<file path="config.mk">
export PLATFORM = sky130hd
export DESIGN_NAME = ptp_tx_arb
export DESIGN_NICKNAME = d
export VERILOG_FILES = /design/src/rtl/ptp_tx_arb.sv
export SDC_FILE = /design/constraint.sdc
export NUM_CORES = 1
export LEC_CHECK = 0
export ABC_AREA = 1
export CORE_AREA = 2 2 112 114
export DETAILED_ROUTE_END_ITERATION = 12
export DIE_AREA = 0 0 114 116
export PLACE_DENSITY_LB_ADDON = 0.2
export SLEW_MARGIN = 25
export SYNTH_ARGS = -nofsm -noshare
export SYNTH_HDL_FRONTEND = slang
export SYNTH_SLANG_ARGS = --single-unit
</file>
<file path="constraint.sdc">
create_clock -name clk_host -period 3.67 [get_ports clk_host]
set_clock_uncertainty 0.1 [all_clocks]
set_input_delay 0.734 -clock clk_host [delete_from_list [all_inputs] [get_ports clk_host]]
set_output_delay 0.734 -clock clk_host [all_outputs]
set_load 0.05 [all_outputs]
</file>
<file path="src/rtl/ptp_tx_arb.sv">
// ptp_tx_arb
// Frame-level arbiter that shares one network TX stream between the PTP engine
// and host TX traffic. Whole frames are granted; beats of two frames are never
// interleaved. PTP wins contention, but after PTP_BURST consecutive PTP frames
// taken while the host was waiting, the host is given the next grant.
// Frames longer than MAX_BEATS are truncated: the sink sees a forced eof with
// len 0, and the rest of the source frame is acked and dropped.
//
// Optional feature: define PTP_TX_TS_EN to add ts_now / ptp_tx_ts /
// ptp_tx_ts_vld. These capture the timestamp at which a PTP frame's sof beat
// is accepted by the network.
//
// Ports:
//   clk_host, rst_n           clock (posedge) and asynchronous active-low reset
//   ptp_*  / ptp_ack          PTP source beat, framing, valid / accept
//   host_* / host_ack         host source beat, framing, valid / accept
//   tx_*_net / tx_ack_net     muxed network beat, framing, valid / network accept
//   ptp_frm_cnt, host_frm_cnt forwarded frames per port (16 bit, wrapping)
//   err_cnt                   protocol errors (8 bit, saturating)
//   busy                      arbiter not idle
//   ts_now, ptp_tx_ts, ptp_tx_ts_vld   (PTP_TX_TS_EN only) sof timestamp capture

module ptp_tx_arb #(
  parameter int WIDTH     = 64,
  parameter int MAX_BEATS = 256,
  parameter int PTP_BURST = 4
) (
  input  logic             clk_host,
  input  logic             rst_n,
  input  logic [WIDTH-1:0] ptp_data,
  input  logic [2:0]       ptp_len,
  input  logic             ptp_sof,
  input  logic             ptp_eof,
  input  logic             ptp_vld,
  output logic             ptp_ack,
  input  logic [WIDTH-1:0] host_data,
  input  logic [2:0]       host_len,
  input  logic             host_sof,
  input  logic             host_eof,
  input  logic             host_vld,
  output logic             host_ack,
  output logic [WIDTH-1:0] tx_data_net,
  output logic [2:0]       tx_len_net,
  output logic             tx_sof_net,
  output logic             tx_eof_net,
  output logic             tx_vld_net,
  input  logic             tx_ack_net,
  output logic [15:0]      ptp_frm_cnt,
  output logic [15:0]      host_frm_cnt,
  output logic [7:0]       err_cnt,
  output logic             busy
`ifdef PTP_TX_TS_EN
  ,
  input  logic [31:0]      ts_now,
  output logic [31:0]      ptp_tx_ts,
  output logic             ptp_tx_ts_vld
`endif
);

  typedef enum logic [1:0] {
    S_IDLE  = 2'd0,
    S_PTP   = 2'd1,
    S_HOST  = 2'd2,
    S_DRAIN = 2'd3
  } state_t;

  localparam logic [9:0] LAST_BEAT = 10'(MAX_BEATS - 1);
  localparam logic [3:0] BURST_MAX = 4'(PTP_BURST);

  state_t      state_reg, state_next;
  logic [9:0]  beat_cnt_reg, beat_cnt_next;
  logic [3:0]  burst_cnt_reg, burst_cnt_next;
  // Host had a frame waiting when the current PTP grant was taken.
  logic        host_pend_reg, host_pend_next;
  // Which source is being drained after truncation (1 = host).
  logic        drain_host_reg, drain_host_next;
  logic [15:0] ptp_frm_cnt_reg, ptp_frm_cnt_next;
  logic [15:0] host_frm_cnt_reg, host_frm_cnt_next;
  logic [7:0]  err_cnt_reg, err_cnt_next;

  logic             ptp_req, host_req;
  logic             sel_host;
  logic [WIDTH-1:0] src_data;
  logic [2:0]       src_len;
  logic             src_sof, src_eof, src_vld;
  logic             in_frame, xfer, trunc;
  logic [1:0]       err_inc;
  logic [8:0]       err_sum;

  assign ptp_req  = ptp_vld && ptp_sof;
  assign host_req = host_vld && host_sof;

  // Source mux, steered by the registered grant.
  assign sel_host = (state_reg == S_HOST);
  assign src_data = sel_host ? host_data : ptp_data;
  assign src_len  = sel_host ? host_len  : ptp_len;
  assign src_sof  = sel_host ? host_sof  : ptp_sof;
  assign src_eof  = sel_host ? host_eof  : ptp_eof;
  assign src_vld  = sel_host ? host_vld  : ptp_vld;

  assign in_frame = (state_reg == S_PTP) || (state_reg == S_HOST);
  assign xfer     = in_frame && src_vld && tx_ack_net;
  // Last permitted beat without an eof from the source: force the frame closed.
  assign trunc    = (beat_cnt_reg == LAST_BEAT) && !src_eof;

  always_ff @(posedge clk_host or negedge rst_n) begin
    if (!rst_n) begin
      state_reg        <= S_IDLE;
      beat_cnt_reg     <= '0;
      burst_cnt_reg    <= '0;
      host_pend_reg    <= 1'b0;
      drain_host_reg   <= 1'b0;
      ptp_frm_cnt_reg  <= '0;
      host_frm_cnt_reg <= '0;
      err_cnt_reg      <= '0;
    end else begin
      state_reg        <= state_next;
      beat_cnt_reg     <= beat_cnt_next;
      burst_cnt_reg    <= burst_cnt_next;
      host_pend_reg    <= host_pend_next;
      drain_host_reg   <= drain_host_next;
      ptp_frm_cnt_reg  <= ptp_frm_cnt_next;
      host_frm_cnt_reg <= host_frm_cnt_next;
      err_cnt_reg      <= err_cnt_next;
    end
  end

  always_comb begin
    state_next        = state_reg;
    beat_cnt_next     = beat_cnt_reg;
    burst_cnt_next    = burst_cnt_reg;
    host_pend_next    = host_pend_reg;
    drain_host_next   = drain_host_reg;
    ptp_frm_cnt_next  = ptp_frm_cnt_reg;
    host_frm_cnt_next = host_frm_cnt_reg;
    err_inc           = 2'd0;
    ptp_ack           = 1'b0;
    host_ack          = 1'b0;
    tx_data_net       = '0;
    tx_len_net        = 3'd0;
    tx_sof_net        = 1'b0;
    tx_eof_net        = 1'b0;
    tx_vld_net        = 1'b0;

    case (state_reg)
      S_IDLE: begin
        // Beats without sof outside a frame are orphans: swallow and count.
        ptp_ack        = ptp_vld && !ptp_sof;
        host_ack       = host_vld && !host_sof;
        err_inc        = {1'b0, ptp_ack} + {1'b0, host_ack};
        host_pend_next = host_req;
        if (ptp_req && host_req) begin
          state_next = (burst_cnt_reg == BURST_MAX) ? S_HOST : S_PTP;
        end else if (ptp_req) begin
          state_next = S_PTP;
        end else if (host_req) begin
          state_next = S_HOST;
        end
      end

      S_PTP, S_HOST: begin
        tx_vld_net  = src_vld;
        tx_data_net = src_data;
        tx_len_net  = trunc ? 3'd0 : src_len;
        // Only the first beat of a granted frame may carry sof.
        tx_sof_net  = src_sof && (beat_cnt_reg == 10'd0);
        tx_eof_net  = src_eof || trunc;
        if (sel_host) host_ack = tx_ack_net;
        else          ptp_ack  = tx_ack_net;

        if (xfer) begin
          beat_cnt_next = beat_cnt_reg + 10'd1;
          if (src_sof && (beat_cnt_reg != 10'd0)) err_inc = err_inc + 2'd1;
          if (tx_eof_net) begin
            beat_cnt_next = '0;
            if (sel_host) begin
              host_frm_cnt_next = host_frm_cnt_reg + 16'd1;
              burst_cnt_next    = '0;
            end else begin
              ptp_frm_cnt_next = ptp_frm_cnt_reg + 16'd1;
              if (host_pend_reg && (burst_cnt_reg != 4'hF))
                burst_cnt_next = burst_cnt_reg + 4'd1;
            end
            if (trunc) begin
              state_next      = S_DRAIN;
              drain_host_next = sel_host;
              err_inc         = err_inc + 2'd1;
            end else begin
              state_next = S_IDLE;
            end
          end
        end
      end

      S_DRAIN: begin
        if (drain_host_reg) begin
          host_ack = 1'b1;
          if (host_vld && host_eof) state_next = S_IDLE;
        end else begin
          ptp_ack = 1'b1;
          if (ptp_vld && ptp_eof) state_next = S_IDLE;
        end
      end

      default: state_next = S_IDLE;
    endcase

    err_sum      = {1'b0, err_cnt_reg} + {7'd0, err_inc};
    err_cnt_next = err_sum[8] ? 8'hFF : err_sum[7:0];
  end

  assign ptp_frm_cnt  = ptp_frm_cnt_reg;
  assign host_frm_cnt = host_frm_cnt_reg;
  assign err_cnt      = err_cnt_reg;
  assign busy         = (state_reg != S_IDLE);

`ifdef PTP_TX_TS_EN
  logic [31:0] ptp_tx_ts_reg;
  logic        ptp_tx_ts_vld_reg;
  logic        ts_capture;

  assign ts_capture = xfer && !sel_host && (beat_cnt_reg == 10'd0);

  always_ff @(posedge clk_host or negedge rst_n) begin
    if (!rst_n) begin
      ptp_tx_ts_reg     <= '0;
      ptp_tx_ts_vld_reg <= 1'b0;
    end else begin
      ptp_tx_ts_vld_reg <= ts_capture;
      if (ts_capture) ptp_tx_ts_reg <= ts_now;
    end
  end

  assign ptp_tx_ts     = ptp_tx_ts_reg;
  assign ptp_tx_ts_vld = ptp_tx_ts_vld_reg;
`endif

endmodule

</file>
==> qor.txt <==
total clock buffers created by CTS: 9
Avg Cell Area, Syn: 6.413 um2
number of vias per cell: 5.011
top_reg_cell synth: dfrtp_1
met1 GRT Util: 31.31%
vias in the first global route: 5296
Synth area leader: dfrtp_1
RSZ-0062 raised after global routing: false
fin crit period: 3.386 ns
clock power share: 10.8%
Commonest cells post-synth: nor2_1, nand2_1, o21ai_0
fin nets: 1142
Top Ports: 256
PwrDens: 1005 nW/um2
Slew headroom: 62.48%
Sw Pwr: 4.466 mW
initial core utilization: 39.41%
async set-reset flop share out of synthesis: 100.0%
total track usage: 25.95%
Critical Path RT: 3.83 ns
number of fill cells: 968
Clock Tree Buf Depth: 2
switching portion of total power: 52.74%
ant diodes: 0
status: completed
Chip Width: 114 um
total wire length: 17270 um
clk slew on worst S/H paths: 0.05 ns
Int Pwr: 4.003 mW
Register Area: 1451 um2
remaining global-route overflow: 0
row count: 40
critical path startpoint category: input port
IO buf count: 255
first-pass GRT wire length: 27000 um
top-area cell type share of the netlist area: 30.92%
DRC viols: 0
CTS H-Tree Depth: 3
Comb power frac: 76.7%
Syn Inst Count: 732
worst slack at placement: -0.07655 ns
Worst R2R Path Depth: 19
area post-placement: 8094 um2
DR iter-0 viols: 432
Final setup viols: 0
VDD IR max: 0.5546 mV
GR peak layer: met2
clock sink total: 58
top-count cell post-synth: nor2_1
Root Driver: clkbuf_16
finished layout cell area: 8424 um2
R2R Setup Slk: 0.38 ns
largest net degree at the start of global routing: 45
largest cells by area after synthesis: dfrtp_1, nor2_1, nand2_1
worst skew pair latency: 0.34 ns
Global Route met2 Usage: 44.44%
Routed Antenna Nets: 0
share of layout cells above drive strength 1: 13.54%
synthesized area: 4695 um2
Slew Limit Fails: 0
total die area: 13220 um2
Seq/Total Area, Yosys: 30.92%
Least-Margin Pin Slew: 0.5576 ns
Die Ht: 116 um
number of synthesized flops with an enable pin: 0
first-pass iteration count of the detailed router: 6
Via Count: 5697
Synthesis Warnings: 0
Crit Path Class: input port to register
net count after synthesis: 889
initial antenna violation count: 1
synthesized flop and latch total: 58
Pleak: 3.754 nW
Yosys cell types: 36
multi-input logic area: 2849 um2
WHS: 0.2737 ns
Hold/Removal Path Class: input port to asynchronous set/reset pin
Area Growth Syn to Fin: 79.45%
RD Place Congestion: 0.9801
fmax: 295.3 MHz
Routed WL per cell: 15.19 um
nature of the critical path endpoint: register
core footprint: 11910 um2
Critical Path AT: 3.54 ns
CP max FO: 7
post-route setup slack: 0.2838 ns
Final Hold Viols: 0
met3 Usage GRT: 7.427%
sequential power share: 12.6%
CTS tree: built
HPWL after detailed placement: 13670 um
max_cap viols: 0
final worst-path cycle share: 92.27%
-- layout by cell type, fill, tap and decap left out, types with 4 or more instances in the layout --
| master | instances |
|---|---|
| xor2_1 | 12 |
| o21ai_0 | 88 |
| buf_12 | 70 |
| nor4_1 | 4 |
| clkdlybuf4s50_1 | 182 |
| o21ai_2 | 5 |
| o21bai_1 | 4 |
| o21ai_1 | 8 |
| inv_1 | 65 |
| dfrtp_1 | 58 |
| nor3_1 | 10 |
| nand3_2 | 6 |
| buf_4 | 18 |
| ha_1 | 11 |
| a21oi_1 | 7 |
| or2_2 | 4 |
| xnor2_1 | 6 |
| nand4_1 | 13 |
| nand3_1 | 43 |
| nor2_1 | 186 |
| nand2_1 | 150 |
| clkbuf_16 | 9 |
-- path summary, 6_finish.rpt --
check	to	startpoint
max reg2reg	err_cnt[3]	state_reg[0]
min reg2reg	state_reg[0]	state_reg[0]
max in group asynchronous	ptp_frm_cnt[4]	rst_n
min	ptp_frm_cnt[14]	rst_n
min in group clk_host	state_reg[0]	state_reg[0]
max	err_cnt[3]	host_sof
-- stage by stage --
| step | utilization, % | power [mW] | TNS [ns] | instances |
|---|---|---|---|---|
| 3_3_place_gp | 67.95 | 7.517 | 0 | 1121 |
| 5_1_grt | 70.72 | 8.872 | 0 | 1137 |
| 2_1_floorplan | - | 4.573 | 0 | 732 |
| 4_1_cts | 70.64 | 8.497 | 0 | 1137 |
| 3_5_place_dp | 67.95 | 7.568 | -0.3208 | 1121 |
| 6_report | 70.72 | 8.469 | 0 | 1137 |
-- area by class of cell --
class | instances | area share (%)
timing repair buffer | 271 | 39.92
multi-input combinational | 578 | 33.82
tap | 147 | 2.183
sequential | 58 | 17.23
inverter | 67 | 3.045
clock inverter | 5 | 0.9208
clock buffer | 11 | 2.881
-- power by group through the flow --
| stage | Clock, mW | Sequential, mW | Combinational, mW |
|---|---|---|---|
| 2_1_floorplan | 0 | 1.50 | 3.07 |
| 3_3_place_gp | 0 | 1.06 | 6.46 |
| 3_5_place_dp | 0 | 1.06 | 6.51 |
| 4_1_cts | 0.921 | 1.06 | 6.52 |
| 5_1_grt | 0.946 | 1.10 | 6.83 |
| 6_report | 0.911 | 1.07 | 6.49 |
-- cell families after synthesis --
kind of cell,after synthesis,synth area share (%)
buf+inv,96,8.715
fa+ha+maj,14,3.891
xor+xnor,18,3.358
compound gates,117,13.30
flops,58,30.92
simple gates,429,39.82
-- metal layers --
layer / up-vias / part of all wire (%) / routed length, um
li1: 2856 / - / -
met1: 2576 / 39 / 6818
met2: 234 / 50 / 8648
met3: 29 / 7.9 / 1365
met4: 2 / 2.5 / 427
met5: - / 0.064 / 11
-- repair_timing --
item                                    4_1_cts  5_1_grt
setup buffers                                 0        0
gates resized for setup                       0        1
endpoints found under the setup margin        0        2
hold buffers                                  0        0
-- critical path, cell delays in order --
cell and delay (ns):
clkdlybuf4s50_1 0.43, inv_1 0.07, nand2_1 0.04, o21ai_0 0.09, o21bai_1 0.17, inv_1 0.06
ha_1 0.28, nand3_1 0.07, nand2_1 0.06, nor2_1 0.04, nor2_1 0.09, ha_1 0.17
inv_1 0.06, fa_1 0.40, nor3_1 0.28, nand2_1 0.09, inv_1 0.08, nand3_1 0.20
o21ai_0 0.14
Power figures use the tool's default switching activity.
